## src/rtl/ex_muldiv_stage_if.sv

```systemverilog
// Issue, forwarding and result bus between EX-stage control and the multiply/divide unit.
interface ex_muldiv_stage_if #(
  parameter int unsigned WIDTH = 32
);
  logic [WIDTH-1:0] iDatabusA;
  logic [WIDTH-1:0] iDatabusB;
  logic [WIDTH-1:0] iEXMEM_forward_data;
  logic [WIDTH-1:0] iMEMWB_forward_data;
  logic [1:0]       iForwardA;
  logic [1:0]       iForwardB;
  logic             iStart;
  logic [3:0]       iOp;
  logic             iFlush;
  logic             oStall;
  logic             oBusy;
  logic [WIDTH-1:0] oResult;
  logic [WIDTH-1:0] oHi;
  logic [WIDTH-1:0] oLo;
  logic             oDivZero;

  modport master (
    output iDatabusA, iDatabusB, iEXMEM_forward_data, iMEMWB_forward_data,
           iForwardA, iForwardB, iStart, iOp, iFlush,
    input  oStall, oBusy, oResult, oHi, oLo, oDivZero
  );

  modport slave (
    input  iDatabusA, iDatabusB, iEXMEM_forward_data, iMEMWB_forward_data,
           iForwardA, iForwardB, iStart, iOp, iFlush,
    output oStall, oBusy, oResult, oHi, oLo, oDivZero
  );
endinterface

```

## src/rtl/ex_muldiv_stage.sv

```systemverilog
// EX-stage iterative multiply/divide unit with HI/LO registers and forwarded operands.
// Define MADD_EN to add MADD/MADDU accumulate into {HI,LO}.
module ex_muldiv_stage #(
  parameter int unsigned WIDTH = 32,
  parameter int unsigned CNT_W = 6
) (
  input logic             clk,
  input logic             reset,
  ex_muldiv_stage_if.slave bus
);
  localparam int unsigned PW = 2 * WIDTH;
  localparam logic [3:0] OP_MULT  = 4'd1;
  localparam logic [3:0] OP_MULTU = 4'd2;
  localparam logic [3:0] OP_DIV   = 4'd3;
  localparam logic [3:0] OP_DIVU  = 4'd4;
  localparam logic [3:0] OP_MFHI  = 4'd5;
  localparam logic [3:0] OP_MFLO  = 4'd6;
  localparam logic [3:0] OP_MTHI  = 4'd7;
  localparam logic [3:0] OP_MTLO  = 4'd8;
`ifdef MADD_EN
  localparam logic [3:0] OP_MADD  = 4'd9;
  localparam logic [3:0] OP_MADDU = 4'd10;
`endif

  typedef enum logic [1:0] {IDLE, MUL, DIV, FIX} state_t;

  state_t           state;
  logic [CNT_W-1:0] cnt;
  logic [PW-1:0]    prod;
  logic [WIDTH-1:0] hi, lo, opA, opB;
  logic             isDiv, isSigned, negA, negB, divZero, divZeroPulse;
`ifdef MADD_EN
  logic             isMadd;
`endif

  logic [WIDTH-1:0] fa, fb, magA, magB;
  logic             decMul, decDiv, decSigned, decMadd, accept;

  // Bypass selection, resolved every cycle.
  always_comb begin
    case (bus.iForwardA)
      2'b10:   fa = bus.iEXMEM_forward_data;
      2'b01:   fa = bus.iMEMWB_forward_data;
      default: fa = bus.iDatabusA;
    endcase
    case (bus.iForwardB)
      2'b10:   fb = bus.iEXMEM_forward_data;
      2'b01:   fb = bus.iMEMWB_forward_data;
      default: fb = bus.iDatabusB;
    endcase
  end

  always_comb begin
    decMul    = 1'b0;
    decDiv    = 1'b0;
    decSigned = 1'b0;
    decMadd   = 1'b0;
    case (bus.iOp)
      OP_MULT:  begin decMul = 1'b1; decSigned = 1'b1; end
      OP_MULTU: decMul = 1'b1;
      OP_DIV:   begin decDiv = 1'b1; decSigned = 1'b1; end
      OP_DIVU:  decDiv = 1'b1;
`ifdef MADD_EN
      OP_MADD:  begin decMul = 1'b1; decSigned = 1'b1; decMadd = 1'b1; end
      OP_MADDU: begin decMul = 1'b1; decMadd = 1'b1; end
`endif
      default:  ;
    endcase
  end

  assign accept = bus.iStart && (state == IDLE) && !bus.iFlush;
  assign magA   = (decSigned && fa[WIDTH-1]) ? WIDTH'(-fa) : fa;
  assign magB   = (decSigned && fb[WIDTH-1]) ? WIDTH'(-fb) : fb;

  // One shift-add step (multiplier in prod low half) and one restoring-divide step
  // (remainder in prod high half, dividend shifting out of the low half).
  logic [WIDTH:0]   mulSum, divShift, divDiff;
  logic [PW-1:0]    mulRes;
  logic [WIDTH-1:0] quo, rem;
  assign mulSum   = {1'b0, prod[PW-1:WIDTH]} + (prod[0] ? {1'b0, opA} : {(WIDTH+1){1'b0}});
  assign divShift = {prod[PW-1:WIDTH], prod[WIDTH-1]};
  assign divDiff  = divShift - {1'b0, opB};
  assign mulRes   = (isSigned && (negA ^ negB)) ? PW'(-prod) : prod;
  assign quo      = (isSigned && (negA ^ negB)) ? WIDTH'(-prod[WIDTH-1:0]) : prod[WIDTH-1:0];
  assign rem      = (isSigned && negA) ? WIDTH'(-prod[PW-1:WIDTH]) : prod[PW-1:WIDTH];

  always_ff @(posedge clk or posedge reset) begin
    if (reset) begin
      state        <= IDLE;
      cnt          <= '0;
      prod         <= '0;
      hi           <= '0;
      lo           <= '0;
      opA          <= '0;
      opB          <= '0;
      isDiv        <= 1'b0;
      isSigned     <= 1'b0;
      negA         <= 1'b0;
      negB         <= 1'b0;
      divZero      <= 1'b0;
      divZeroPulse <= 1'b0;
`ifdef MADD_EN
      isMadd       <= 1'b0;
`endif
    end else begin
      divZeroPulse <= 1'b0;
      if (bus.iFlush) begin
        state <= IDLE;
      end else begin
        case (state)
          IDLE: if (accept) begin
            if (bus.iOp == OP_MTHI) hi <= fa;
            if (bus.iOp == OP_MTLO) lo <= fa;
            if (decMul || decDiv) begin
              opA      <= magA;
              opB      <= magB;
              isDiv    <= decDiv;
              isSigned <= decSigned;
              negA     <= decSigned && fa[WIDTH-1];
              negB     <= decSigned && fb[WIDTH-1];
`ifdef MADD_EN
              isMadd   <= decMadd;
`endif
              cnt      <= CNT_W'(WIDTH - 1);
              if (decDiv && (fb == '0)) begin
                // Zero divisor: stash the architectural result, skip iteration.
                prod         <= {fa, {WIDTH{1'b1}}};
                divZero      <= 1'b1;
                divZeroPulse <= 1'b1;
                state        <= FIX;
              end else begin
                prod    <= decMul ? {{WIDTH{1'b0}}, magB} : {{WIDTH{1'b0}}, magA};
                divZero <= 1'b0;
                state   <= decMul ? MUL : DIV;
              end
            end
          end
          MUL: begin
            prod <= {mulSum, prod[WIDTH-1:1]};
            cnt  <= cnt - CNT_W'(1);
            if (cnt == '0) state <= FIX;
          end
          DIV: begin
            prod <= divDiff[WIDTH] ? {divShift[WIDTH-1:0], prod[WIDTH-2:0], 1'b0}
                                   : {divDiff[WIDTH-1:0], prod[WIDTH-2:0], 1'b1};
            cnt  <= cnt - CNT_W'(1);
            if (cnt == '0) state <= FIX;
          end
          FIX: begin
            state <= IDLE;
            if (divZero) begin
              hi <= prod[PW-1:WIDTH];
              lo <= prod[WIDTH-1:0];
            end else if (isDiv) begin
              hi <= rem;
              lo <= quo;
            end
`ifdef MADD_EN
            else if (isMadd) {hi, lo} <= {hi, lo} + mulRes;
`endif
            else {hi, lo} <= mulRes;
          end
          default: state <= IDLE;
        endcase
      end
    end
  end

  assign bus.oStall   = bus.iStart && (state != IDLE);
  assign bus.oBusy    = (state != IDLE);
  assign bus.oHi      = hi;
  assign bus.oLo      = lo;
  assign bus.oDivZero = divZeroPulse;

  // Move-from reads are only driven in the cycle the op is accepted.
  always_comb begin
    bus.oResult = '0;
    if (accept && (bus.iOp == OP_MFHI)) bus.oResult = hi;
    if (accept && (bus.iOp == OP_MFLO)) bus.oResult = lo;
  end

  logic unusedDecMadd;
  assign unusedDecMadd = decMadd;
endmodule

```

## src/flat_wrapper.sv

```systemverilog
// flat-port wrapper written by rule: the top's interface ports become plain ports
module ex_muldiv_stage_flat 
#(
  parameter int unsigned WIDTH = 32,
  parameter int unsigned CNT_W = 6
)
  (clk, reset, bus_iDatabusA, bus_iDatabusB, bus_iEXMEM_forward_data, bus_iMEMWB_forward_data, bus_iForwardA, bus_iForwardB, bus_iStart, bus_iOp, bus_iFlush, bus_oStall, bus_oBusy, bus_oResult, bus_oHi, bus_oLo, bus_oDivZero);
  ex_muldiv_stage_if #(.WIDTH(WIDTH)) bus_i ();
  input logic clk;
  input logic reset;
  input wire logic [$bits(bus_i.iDatabusA)-1:0] bus_iDatabusA;
  input wire logic [$bits(bus_i.iDatabusB)-1:0] bus_iDatabusB;
  input wire logic [$bits(bus_i.iEXMEM_forward_data)-1:0] bus_iEXMEM_forward_data;
  input wire logic [$bits(bus_i.iMEMWB_forward_data)-1:0] bus_iMEMWB_forward_data;
  input wire logic [$bits(bus_i.iForwardA)-1:0] bus_iForwardA;
  input wire logic [$bits(bus_i.iForwardB)-1:0] bus_iForwardB;
  input wire logic [$bits(bus_i.iStart)-1:0] bus_iStart;
  input wire logic [$bits(bus_i.iOp)-1:0] bus_iOp;
  input wire logic [$bits(bus_i.iFlush)-1:0] bus_iFlush;
  output wire logic [$bits(bus_i.oStall)-1:0] bus_oStall;
  output wire logic [$bits(bus_i.oBusy)-1:0] bus_oBusy;
  output wire logic [$bits(bus_i.oResult)-1:0] bus_oResult;
  output wire logic [$bits(bus_i.oHi)-1:0] bus_oHi;
  output wire logic [$bits(bus_i.oLo)-1:0] bus_oLo;
  output wire logic [$bits(bus_i.oDivZero)-1:0] bus_oDivZero;
  assign bus_i.iDatabusA = bus_iDatabusA;
  assign bus_i.iDatabusB = bus_iDatabusB;
  assign bus_i.iEXMEM_forward_data = bus_iEXMEM_forward_data;
  assign bus_i.iMEMWB_forward_data = bus_iMEMWB_forward_data;
  assign bus_i.iForwardA = bus_iForwardA;
  assign bus_i.iForwardB = bus_iForwardB;
  assign bus_i.iStart = bus_iStart;
  assign bus_i.iOp = bus_iOp;
  assign bus_i.iFlush = bus_iFlush;
  assign bus_oStall = bus_i.oStall;
  assign bus_oBusy = bus_i.oBusy;
  assign bus_oResult = bus_i.oResult;
  assign bus_oHi = bus_i.oHi;
  assign bus_oLo = bus_i.oLo;
  assign bus_oDivZero = bus_i.oDivZero;
  ex_muldiv_stage #(.WIDTH(WIDTH), .CNT_W(CNT_W)) u_core (.clk(clk), .reset(reset), .bus(bus_i));
endmodule
```

## config.mk

```make
export PLATFORM = sky130hd
export DESIGN_NAME = ex_muldiv_stage_flat
export DESIGN_NICKNAME = d
export VERILOG_FILES = /design/src/rtl/ex_muldiv_stage_if.sv /design/src/rtl/ex_muldiv_stage.sv /design/src/flat_wrapper.sv
export SDC_FILE = /design/constraint.sdc
export NUM_CORES = 1
export LEC_CHECK = 0
export CORE_ASPECT_RATIO = 2
export CORE_UTILIZATION = 55
export DETAILED_ROUTE_END_ITERATION = 10
export DONT_BUFFER_PORTS = 1
export GPL_TIMING_DRIVEN = 0
export PLACE_DENSITY = 0.7
export SYNTH_ARGS = -nofsm -noshare
export SYNTH_HDL_FRONTEND = slang
export SYNTH_SLANG_ARGS = --single-unit
export TNS_END_PERCENT = 10
```

## constraint.sdc

```tcl
create_clock -name clk -period 9.4 [get_ports clk]
set_input_delay 1.41 -clock clk [delete_from_list [all_inputs] [get_ports clk]]
set_output_delay 1.41 -clock clk [all_outputs]
set_load 0.02 [all_outputs]
```

==> results of run 1 <==
==> metrics by stage <==
stage / instances / setup WS [ns] / instance area, sq um / util / hold WS, ns
3_5_place_dp: 2639 / 3.30 / 18200 / 0.576 / 0.455
4_1_cts: 2673 / 3.69 / 18800 / 0.596 / 0.472
3_3_place_gp: 2637 / 0.279 / 18100 / 0.574 / 0.452
2_1_floorplan: 2214 / 2.37 / 17600 / - / 0.437
==> cells by family after synthesis <==
| family | synth area share |
|---|---|
| AOI/OAI and AO/OA | 0.318 |
| xor gates and xnor gates | 0.0892 |
| adders and majority gates | 0.0585 |
| buffers and inverters | 0.0471 |
| DFF | 0.293 |
| muxes | 0.0132 |
| and+or+nand+nor | 0.181 |
==> routing by layer <==
metal,global-route usage,GRT overflow
met5,0.00929,0
met4,0.611,4
met3,0.241,0
met2,0.860,2
met1,0.528,0
==> run metrics, run 1 <==
cell types occupying the most area after synthesis=sky130_fd_sc_hd__dfrtp_1, sky130_fd_sc_hd__o21ai_0, sky130_fd_sc_hd__ha_1, sky130_fd_sc_hd__nand2_1, sky130_fd_sc_hd__xnor2_1; step where the flow halted=5_1_grt; Synth Flop Type=sky130_fd_sc_hd__dfrtp_1; async set or reset register ratio after synthesis=1.00; most used standard cells in the synthesized netlist=sky130_fd_sc_hd__nand2_1, sky130_fd_sc_hd__o21ai_0, sky130_fd_sc_hd__dfrtp_1; vertical die dimension=255 microns; Post-Syn Nets=2435; number of global-route vias before repair=20300; number of ports placed on the die boundary=239; width of the die=128 microns; cell type with the highest aggregate area in the netlist=sky130_fd_sc_hd__dfrtp_1; CTS-repair resized insts=0; syn_area_per_cell=7.94 sq um; # clock sinks=206; H-tree lvl count=1; cell area after synthesis=17600 sq um; number of distinct library cells after synthesis=81; total of hold buffers inserted after clock tree synthesis=0; part of the Yosys area used for sequential elements=0.293; EDFF count, synth=0; number of CTS-inserted buffers=20; global-route wire length before repair=131000 microns; number of buffer cells added on primary ports=0; root buf cell=sky130_fd_sc_hd__clkbuf_16; global route total overflow=6; dominant cell by count in the synthesized netlist=sky130_fd_sc_hd__nand2_1; Post-CTS Setup Repair Bufs=0; Std-Cell Rows=92; placer congestion estimate=1.14; Total Routing Usage GR=0.559; number of warnings printed during yosys synthesis=0; detailed placer's ending HPWL=67600 microns; Initial Util=0.557; area share of the largest cell type after synthesis=0.293; maximum number of pins on one net before global-route repair=113; run status=stopped before the end; number of instances in the synthesized netlist=2214; Run Error=[ERROR GRT-0116] Global routing finished with congestion. Check the congestion regions in the DRC Viewer.; Max Root-Sink Buffers=3; number of storage elements in the synthesis netlist=206
==> run 2, diff against run 1 <==
--- a/config.mk
+++ b/config.mk
@@ -5,12 +5,11 @@
 export SDC_FILE = /design/constraint.sdc
 export NUM_CORES = 1
 export LEC_CHECK = 0
-export CORE_ASPECT_RATIO = 2
-export CORE_UTILIZATION = 55
+export CORE_UTILIZATION = 40
 export DETAILED_ROUTE_END_ITERATION = 10
 export DONT_BUFFER_PORTS = 1
 export GPL_TIMING_DRIVEN = 0
-export PLACE_DENSITY = 0.7
+export PLACE_DENSITY_LB_ADDON = 0.15
 export SYNTH_ARGS = -nofsm -noshare
 export SYNTH_HDL_FRONTEND = slang
 export SYNTH_SLANG_ARGS = --single-unit
==> run 2 against run 1 <==
The flow now finishes, with violations (capacitance limit, slew limit). Synthesized area stayed put. Synthesized cell count did not move.
==> run metrics, run 2 <==
period utilization=0.597; area share of the largest cell type after synthesis=0.293 (unchanged); post-place setup slack=3.27 ns (-0.0267 ns); count of non-filler cells in the finished layout=2863; run status=complete, but fails checks; Total Routing Usage GR=0.376; transition time of the tightest slew-check pin=1.57 ns; iteration count of the initial detailed-routing pass=6; CTS tree=built; Std-Cell Rows=76 (-17%); Wirelength per Cell=30.0 microns; vertical die dimension=212 microns (-17%); clock-pin slew on the worst setup and hold paths=0.06 ns; max reg flops=64; H-tree lvl count=1 (unchanged); CTS-repair resized insts=0 (unchanged); number of buffer cells added on primary ports=0 (unchanged); starting DRC count in detailed routing=2139; insertion delay of the later-clocked pin in the worst-skew pair=0.57 ns; origin of the worst min-delay path=u_core.opA[5]; crit path kind=in -> reg; relative area change from synthesis to final layout=10.0%; switching power as a share of total power=0.474; most used standard cells in the synthesized netlist=sky130_fd_sc_hd__nand2_1, sky130_fd_sc_hd__o21ai_0, sky130_fd_sc_hd__dfrtp_1; Post-CTS Setup Repair Bufs=0 (unchanged); power per cell area=240 nW/um^2; Synth Flop Type=sky130_fd_sc_hd__dfrtp_1; Max Root-Sink Buffers=3 (unchanged); final-stage net count=2479; share of layout cells above drive strength 1=0.0483; total count of max-transition violations in the final report=10; Initial Util=0.407 (-0.150); number of warnings printed during yosys synthesis=0 (unchanged); total instance count after detailed placement=2813 (+6.6%); endpoint kind of the worst setup timing path=flip-flop; final worst clock skew=0.0193 ns; CP startpoint kind=input port; leakage=8.31 nW; capture endpoint of the worst hold path=u_core.opA[5]; global-route wire length before repair=122000 microns; final number of hold-violating endpoints=0; number of violations of the max-capacitance limit=4; cell depth of the worst min-delay path=2; number of global-route vias before repair=17800; fillcell total=4475; overall die area=44800 sq um; unrepaired setup endpoints after global routing=no; part of the Yosys area used for sequential elements=0.293 (unchanged); cell types occupying the most area after synthesis=sky130_fd_sc_hd__dfrtp_1, sky130_fd_sc_hd__o21ai_0, sky130_fd_sc_hd__ha_1, sky130_fd_sc_hd__nand2_1, sky130_fd_sc_hd__xnor2_1; critical register-to-register path startpoint=u_core.prod[31]; Max Fclk=178 MHz; detailed placer's ending HPWL=69600 microns (+2.9%); number of nets with antenna violations after routing=0; cell area after synthesis=17600 sq um (unchanged); internal power=2.44 mW; maximum number of pins on one net before global-route repair=111; top library cells by usage in the layout, fill and taps aside=sky130_fd_sc_hd__nand2_1, sky130_fd_sc_hd__o21ai_0, sky130_fd_sc_hd__dfrtp_1, sky130_fd_sc_hd__a21oi_1, sky130_fd_sc_hd__nor2_1; number of distinct library cells after synthesis=81 (unchanged); total area of multi-input combinational cells=11600 sq um; register area=5150 sq um; final setup margin=3.79 ns; # DRC=0; number of storage elements in the synthesis netlist=206 (unchanged); global route total overflow=0; Via Count=18700; worst hold-check slack=0.472 ns; core area=43200 sq um; most frequent standard cell in the layout excluding fill and tap cells=sky130_fd_sc_hd__nand2_1; flop-to-flop setup slack=4.28 ns; Final Setup Violations=0; per-cell via count in the routed design=6.53; width of the die=212 microns (+65%); Final Routed Wirelength=85800 microns; number of instances in the synthesized netlist=2214 (unchanged); most flop-heavy register=u_core.prod; EDFF count, synth=0 (unchanged); worst flop-to-flop path endpoint=u_core.prod[32]; critical path data required time=9.82 ns; power share of the sequential group=0.366; root buf cell=sky130_fd_sc_hd__clkbuf_16; number of cells on the worst reg-to-reg path=15; Gate power share=0.409; cell type with the highest aggregate area in the netlist=sky130_fd_sc_hd__dfrtp_1; number of CTS-inserted buffers=27 (+35%); worst vdd ir=0.000117 V; total of hold buffers inserted after clock tree synthesis=0 (unchanged); number of ports placed on the die boundary=239 (unchanged); clock power share=0.226; # clock sinks=206 (unchanged); violated checks=capacitance limit, slew limit; type of the tightest min-delay check=reg -> reg; worst slew slack as a fraction of its limit=-0.0590; placer congestion estimate=1.04 (-8.1%); async set or reset register ratio after synthesis=1.00 (unchanged); Post-Syn Nets=2435 (unchanged); final worst path period need=5.61 ns; switching power total=2.20 mW; signal arrival time at the worst endpoint=6.03 ns; critical path peak fanout=10; number of antenna violations at the first check in global routing=3; syn_area_per_cell=7.94 sq um (unchanged); dominant cell by count in the synthesized netlist=sky130_fd_sc_hd__nand2_1; setup tns final=0 ns
[run 2: power by group through the flow]
stage	logic, mW	registers [mW]	clock network, mW
floorplan	1.23	1.58	0
global placement	1.79	1.70	0
detailed placement	1.83	1.70	0
CTS	1.84	1.68	1.04
global route	2.04	1.73	1.08
finish	1.90	1.70	1.05
[run 2: through the flow]
stage	power [mW]	util	instance area (sq um)
floorplan	2.81	-	17600
detailed placement	3.53	0.428	18500
finish	4.64	0.448	19300
global route	4.85	0.448	19300
global placement	3.49	0.424	18300
CTS	4.56	0.448	19300
[run 2: layer usage]
metal | wire length, microns | up-vias | global-route usage | share of wire
met5 | 29 | - | 0 | 0.00034
met4 | 4900 | 4 | 0.191 | 0.057
met3 | 7350 | 190 | 0.0576 | 0.086
met2 | 37600 | 1099 | 0.582 | 0.44
met1 | 36000 | 9123 | 0.508 | 0.42
li1 | - | 8275 | - | -
[run 2: kinds of logic (layout without fill, tap and decap cells)]
logic type | after synthesis | count (layout) | share of synthesized area
AOI/OAI and AO/OA | 845 | 845 | 0.318
and+or+nand+nor | 664 | 664 | 0.181
buffers and inverters | 216 | 279 | 0.0471
DFF | 206 | 206 | 0.293
xor gates and xnor gates | 179 | 179 | 0.0892
adders and majority gates | 81 | 81 | 0.0585
muxes | 23 | 23 | 0.0132
other | 0 | 1 | 0
[run 2: how the worst max path moves through the flow]
stage	from	end	slack (ns)	cells past startpoint
after detailed placement	bus_iForwardA[0]	u_core.prod[22]	3.27	15
after global placement	reset	u_core.prod[22]	-0.47	1
after global routing	bus_iForwardA[0]	u_core.prod[22]	3.62	15
after floorplan	reset	u_core.bus.oDivZero	2.37	1
after CTS	bus_iForwardA[0]	u_core.prod[22]	3.86	15
final	bus_iForwardA[0]	u_core.prod[22]	3.79	15
[run 2: final cells by class]
cell class | instances | area share
clock inverter | 10 | 0.00440
timing repair buffer | 15 | 0.00744
buffer | 148 | 0.0296
multi-input combinational | 1792 | 0.600
tap | 585 | 0.0378
inverter | 68 | 0.0136
clock buffer | 38 | 0.0407
antenna | 1 | 0.000129
sequential | 206 | 0.267
[run 2: critical path, stage by stage]
cell	delay (ns)
sky130_fd_sc_hd__inv_1	0.02
sky130_fd_sc_hd__ha_1	0.37
sky130_fd_sc_hd__clkbuf_1	0.30
sky130_fd_sc_hd__clkbuf_1	0.34
sky130_fd_sc_hd__buf_1	0.37
sky130_fd_sc_hd__clkbuf_1	0.33
sky130_fd_sc_hd__a21oi_1	0.83
sky130_fd_sc_hd__ha_1	0.45
sky130_fd_sc_hd__and4_1	0.29
sky130_fd_sc_hd__nand3_1	0.25
sky130_fd_sc_hd__o21ai_0	0.27
sky130_fd_sc_hd__xor2_1	0.27
sky130_fd_sc_hd__nand2_1	0.08
sky130_fd_sc_hd__o211ai_1	0.25
sky130_fd_sc_hd__o21ai_0	0.16
Power figures use the tool's default switching activity.
==> run 3, diff against run 2 <==
==> constraint.sdc (replaced) <==
create_clock -name clk -period 4.96 [get_ports clk]
set_input_delay 0.744 -clock clk [delete_from_list [all_inputs] [get_ports clk]]
set_output_delay 0.744 -clock clk [all_outputs]
set_load 0.02 [all_outputs]
==> run 3 against run 2 <==
Count of clock-buffer cells in the layout fell by 4. First-iteration DRC count fell by 3.0%. Design area rose by 0.64%. Sequential share of layout area fell by 0.17 points. The flow finishes with violations (capacitance limit). Die area did not move. Clock skew fell by 0.0069 ns. Via count rose by 0.71%. Setup slack got worse by 3.7 ns. Cell count rose by 0.17%. Global-route usage rose by 0.053 points. Non-clock buffer count rose by 3.
==> run metrics, run 3 (synthesis gave the netlist of run 2 again) <==
run status=complete, but fails checks; violated checks=capacitance limit; total count of max-transition violations in the final report=0 (-10); critical register-to-register path startpoint=u_core.prod[31]; detailed placer's ending HPWL=69600 microns (+0.12%); share of layout cells above drive strength 1=0.0526 (+0.00432); Via Count=18800 (+0.71%); Total Routing Usage GR=0.377 (+0.000526); type of the tightest min-delay check=in -> async; final worst clock skew=0.0124 ns (-0.00694 ns); fillcell total=4477 (+0.045%); final worst path period need=4.89 ns; CP startpoint kind=input port; leakage=8.34 nW (+0.43%); # DRC=0 (unchanged); Max Fclk=204 MHz; Std-Cell Rows=76 (unchanged); max reg flops=64 (unchanged); placer congestion estimate=1.03 (-0.96%); Final Routed Wirelength=85700 microns (-0.15%); CTS tree=built; number of violations of the max-capacitance limit=2 (-2); Initial Util=0.407 (unchanged); core area=43200 sq um (unchanged); timing startpoint of the critical path=bus_iForwardB[0]; number of nets with antenna violations after routing=0 (unchanged); transition time of the tightest slew-check pin=1.48 ns (-0.0905 ns); unrepaired setup endpoints after global routing=no; number of buffer cells added on primary ports=0 (unchanged); crit path kind=in -> reg; width of the die=212 microns (unchanged); Post-CTS Setup Repair Bufs=0 (unchanged); worst hold-check slack=0.137 ns (-0.335 ns); starting DRC count in detailed routing=2075 (-3.0%); Final Power=8.86 mW (+91%); endpoint kind of the worst setup timing path=flip-flop; critical path data required time=5.46 ns (-4.36 ns); relative area change from synthesis to final layout=10.7%; insertion delay of the later-clocked pin in the worst-skew pair=0.58 ns (about the same); number of CTS-inserted buffers=27 (unchanged); period utilization=0.987; number of global-route vias before repair=17800 (+0.33%); vertical die dimension=212 microns (unchanged); worst slew slack as a fraction of its limit=0.00192 (+0.0610); top library cells by usage in the layout, fill and taps aside=sky130_fd_sc_hd__nand2_1, sky130_fd_sc_hd__o21ai_0, sky130_fd_sc_hd__dfrtp_1, sky130_fd_sc_hd__a21oi_1, sky130_fd_sc_hd__nor2_1; final standard cell area without fillers=19500 sq um (+0.64%); signal arrival time at the worst endpoint=5.39 ns (-0.64 ns); capture point of the critical path=u_core.prod[2]; root buf cell=sky130_fd_sc_hd__clkbuf_16; flop-to-flop setup slack=0.15 ns (-4.13 ns); number of ports placed on the die boundary=239 (unchanged); Max Root-Sink Buffers=3 (unchanged); most frequent standard cell in the layout excluding fill and tap cells=sky130_fd_sc_hd__nand2_1; final number of hold-violating endpoints=0 (unchanged); global-route wire length before repair=122000 microns (about the same); power per cell area=455 nW/um^2 (+90%); overall die area=44800 sq um (unchanged); Wirelength per Cell=29.9 microns (-0.32%); final-stage net count=2482 (+0.12%); critical path peak fanout=10 (unchanged); clock-pin slew on the worst setup and hold paths=0.06 ns (about the same); H-tree lvl count=1 (unchanged); global route total overflow=0 (unchanged); number of antenna violations at the first check in global routing=2 (-1); per-cell via count in the routed design=6.56 (+0.53%); iteration count of the initial detailed-routing pass=6 (unchanged); worst vdd ir=0.000239 V (+100%); # clock sinks=206 (unchanged); maximum number of pins on one net before global-route repair=36 (-68%); most flop-heavy register=u_core.prod; utilization after layout=0.451 (+0.00287); number of cells on the worst reg-to-reg path=15 (unchanged); placement-stage cell area=18500 sq um (+0.44%); Final Setup Violations=0 (unchanged); worst flop-to-flop path endpoint=u_core.prod[32]
-- run 3: changes by cell type in the layout (fill, tap and decap cells not counted), sizes merged --
cell	delta
clkbuf	-4
clkinv	+1
diode	+2
clkinvlp	+3
bufinv	+1
buf	+3
inv	-1
-- run 3: where the power goes --
group          internal (mW)  switching, mW
clock network           1.18          0.855
logic                   1.18           2.42
registers               2.30          0.918
total                   4.66           4.20
-- run 3: worst min path at each step --
stage / endpoint / cells after the start
5_1_grt: u_core.prod[42] / 1
3_3_place_gp: u_core.opA[13] / 2
4_1_cts: u_core.prod[42] / 1
2_1_floorplan: u_core.opA[15] / 2
3_5_place_dp: u_core.opA[24] / 2
6_report: u_core.prod[42] / 1
-- run 3: through the flow --
step	worst slack, ns	std cells	setup TNS, ns
6_report	0.0669	2868	0
5_1_grt	0.0366	2867	0
4_1_cts	0.156	2865	0
3_5_place_dp	-0.436	2817	-4.45
3_3_place_gp	-1.04	2799	-31.54
2_1_floorplan	1.22	2214	0
-- run 3: cell type report --
cell class              instances  area (sq um)  share of cell area
multi-input cells            1792         11600               0.597
plain buffers                 148           576              0.0296
flip-flops and latches        206          5150               0.265
diodes                          3          7.51            0.000386
clock inverters                14           154             0.00791
inverters                      68           259              0.0133
well taps                     585           732              0.0376
repair buffers                 18           218              0.0112
clock buffers                  34           752              0.0386
-- run 3: layer usage --
layer  GRT usage  up-vias  part of all wire
met5           0        -                 0
met4       0.224        0             0.069
met3      0.0773      243             0.095
met2       0.567     1111              0.43
met1       0.498     9193              0.41
li1            -     8276                 -
-- run 3: worst max-delay path, stage by stage --
cell and delay [ns]:
sky130_fd_sc_hd__inv_1 0.02, sky130_fd_sc_hd__ha_1 0.36, sky130_fd_sc_hd__buf_2 0.29, sky130_fd_sc_hd__clkbuf_1 0.49, sky130_fd_sc_hd__nor2b_1 0.34, sky130_fd_sc_hd__or2_2 0.24
sky130_fd_sc_hd__ha_1 0.18, sky130_fd_sc_hd__inv_1 0.06, sky130_fd_sc_hd__or3_1 0.42, sky130_fd_sc_hd__nor3b_2 0.32, sky130_fd_sc_hd__and4_1 0.26, sky130_fd_sc_hd__buf_2 0.24
sky130_fd_sc_hd__a21oi_1 0.41, sky130_fd_sc_hd__a221oi_1 0.79, sky130_fd_sc_hd__o21bai_1 0.21
-- run 3: timing repair --
item / in CTS / in global routing
resized for setup: 1 / 4
hold buffers: 0 / 0
hold endpoints to repair: 0 / 0
gates cloned: 0 / 0
setup endpoints to repair: 1 / 6
pin swaps: 0 / 0
==> run 4, diff against run 3 <==
--- a/config.mk
+++ b/config.mk
@@ -5,7 +5,9 @@
 export SDC_FILE = /design/constraint.sdc
 export NUM_CORES = 1
 export LEC_CHECK = 0
+export CORE_ASPECT_RATIO = 1.5
 export CORE_UTILIZATION = 40
+export CTS_CLUSTER_SIZE = 25
 export DETAILED_ROUTE_END_ITERATION = 10
 export DONT_BUFFER_PORTS = 1
 export GPL_TIMING_DRIVEN = 0
==> run 4 against run 3 <==
The run ends with capacitance limit, slew limit, setup timing left. Sequential power about the same. Wire length increased by 2.9%. Total power decreased by 1.7%. Non-clock buffer count unchanged. Fmax decreased by 2.6%. Global-route usage increased by 0.98 points. Via count decreased by 2.1%. Clock skew increased by 0.018 ns. Cell count decreased by 0.59%. Register-to-register slack improved by 0.14 ns. Critical endpoint unchanged. Largest power group unchanged. Highest routed layer is now met5.
==> run metrics, run 4 (synthesis gave the netlist of run 2 again) <==
violated checks=capacitance limit, slew limit, setup timing; critical path peak fanout=10 (unchanged); number of CTS-inserted buffers=25 (-7.4%); CP startpoint kind=input port; H-tree lvl count=1 (unchanged); root buf cell=sky130_fd_sc_hd__clkbuf_16; per-cell via count in the routed design=6.46 (-1.5%); worst slew slack as a fraction of its limit=-0.0272 (-0.0291); Max Root-Sink Buffers=3 (unchanged); Wirelength per Cell=30.9 microns (+3.5%); transition time of the tightest slew-check pin=1.52 ns (+0.0432 ns); number of nets with antenna violations after routing=0 (unchanged); period utilization=1.01 (+0.0262); worst flop-to-flop path endpoint=u_core.prod[55]; worst vdd ir=0.000319 V (+34%); share of layout cells above drive strength 1=0.0522 (-0.000393); number of global-route vias before repair=18400 (+3.2%); placer congestion estimate=0.999 (-3.4%); flop-to-flop setup slack=0.29 ns (+0.14 ns); Std-Cell Rows=93 (+22%); post-place setup slack=-0.761 ns (-0.325 ns); number of ports placed on the die boundary=239 (unchanged); overall die area=44800 sq um (about the same); starting DRC count in detailed routing=1847 (-11%); Via Count=18400 (-2.1%); fillcell total=4437 (-0.89%); Critical Path Max Stage Delay=0.81 ns (+0.02 ns); Total Routing Usage GR=0.387 (+0.00980); Final Routed Wirelength=88100 microns (+2.9%); Initial Util=0.407 (about the same); maximum number of pins on one net before global-route repair=41 (+14%); total area of multi-input combinational cells=11600 sq um (+0.17%); final worst clock skew=0.0305 ns (+0.0181 ns); CTS tree=built; most flop-heavy register=u_core.prod; leakage=8.31 nW (-0.44%); most frequent standard cell in the layout excluding fill and tap cells=sky130_fd_sc_hd__nand2_1; global-route wire length before repair=126000 microns (+3.3%); signal arrival time at the worst endpoint=5.50 ns (+0.11 ns); register area=5150 sq um (unchanged); highest-delay cell along the critical path=sky130_fd_sc_hd__a221oi_2; insertion delay of the later-clocked pin in the worst-skew pair=0.57 ns (about the same); top library cells by usage in the layout, fill and taps aside=sky130_fd_sc_hd__nand2_1, sky130_fd_sc_hd__o21ai_0, sky130_fd_sc_hd__dfrtp_1, sky130_fd_sc_hd__a21oi_1, sky130_fd_sc_hd__nor2_1; count of non-filler cells in the finished layout=2851 (-0.59%); global route total overflow=0 (unchanged); number of cells on the worst reg-to-reg path=15 (unchanged); ordered cell list for the critical path=inv_1, ha_1, buf_2, clkbuf_1, nor2b_1, or2_2, ha_1, inv_1, or3_1, nor3b_2, and4_1, buf_2, a21oi_1, a221oi_2, o21bai_1; final-stage net count=2480 (-0.081%); unrepaired setup endpoints after global routing=no; Max Fclk=199 MHz (-2.6%); Final Setup Violations=1 (+1); # DRC=0 (unchanged); detailed placer's ending HPWL=72500 microns (+4.1%); critical path data required time=5.44 ns (-0.02 ns); # clock sinks=206 (unchanged); number of violations of the max-capacitance limit=1 (-1); endpoint kind of the worst setup timing path=flip-flop; number of buffer cells added on primary ports=0 (unchanged); total count of max-transition violations in the final report=4 (+4); core area=43200 sq um (about the same); width of the die=173 microns (-18%); iteration count of the initial detailed-routing pass=9 (+3); number of antenna violations at the first check in global routing=2 (unchanged); vertical die dimension=259 microns (+22%); final setup margin=-0.0631 ns (-0.130 ns); crit path kind=in -> reg; total instance count after detailed placement=2801 (-0.57%); power per cell area=450 nW/um^2 (-1.2%); relative area change from synthesis to final layout=10.2%; critical register-to-register path startpoint=u_core.prod[31]; final worst path period need=5.02 ns (+0.130 ns); max reg flops=64 (unchanged); final number of hold-violating endpoints=0 (unchanged); type of the tightest min-delay check=in -> async; clock-pin slew on the worst setup and hold paths=0.06 ns (about the same); run status=complete, but fails checks
## run 4: what timing repair did
item	CTS	global route
buffers inserted	0	1
hold buffers	0	0
pin swaps	0	1
endpoints found under the setup margin	18	30
gates resized for setup	4	4
## run 4: where the power goes
group / total (mW) / internal [mW] / switching [mW]
sequential: 3.23 / 2.30 / 0.931
clock: 1.88 / 1.07 / 0.813
combinational: 3.60 / 1.18 / 2.42
total: 8.71 / 4.55 / 4.16
## run 4: worst max-delay path, delay by kind of cell
kind / cells / cell delay (ns)
AO/OA/AOI/OAI: 3 / 1.44
adder cells (fa/ha/maj): 2 / 0.54
AND/OR/NAND/NOR: 5 / 1.61
buffers and inverters: 5 / 1.15
## run 4: stage by stage
step | util | TNS (ns) | power (mW) | hold WS, ns | instance area (sq um)
3_3_place_gp | 0.424 | -15.20 | 6.67 | 0.454 | 18300
4_1_cts | 0.448 | 0 | 8.62 | 0.0646 | 19300
5_1_grt | 0.449 | 0 | 9.14 | 0.0851 | 19400
2_1_floorplan | - | 0 | 5.32 | 0.437 | 17600
3_5_place_dp | 0.429 | -10.26 | 6.74 | 0.456 | 18500
6_report | 0.449 | -0.0631 | 8.71 | 0.0636 | 19400
## run 4: area by class of cell
class                   instances  area share
flip-flops and latches        206       0.266
clock buffers                  31      0.0345
multi-input cells            1792       0.600
well taps                     570      0.0368
clock inverters                15     0.00769
diodes                          3    0.000388
plain buffers                 148      0.0297
inverters                      68      0.0134
repair buffers                 18      0.0109
## run 4: worst max path at each step
stage                      from               to  slack [ns]  cells past startpoint
4_1_cts         u_core.prod[31]  u_core.prod[55]        0.09                     14
2_1_floorplan  bus_iForwardB[0]  u_core.prod[14]        1.22                     15
6_report       bus_iForwardB[0]   u_core.prod[2]       -0.06                     15
3_5_place_dp   bus_iForwardB[0]   u_core.prod[2]       -0.76                     15
3_3_place_gp   bus_iForwardA[0]   u_core.prod[2]       -0.79                     12
5_1_grt        bus_iForwardA[0]  u_core.prod[22]        0.01                     15
## run 4: metal layers
metal	GRT usage	wire length [microns]
met1	0.440	32900
met2	0.653	41500
met3	0.0559	5740
met4	0.302	7910
met5	0	13
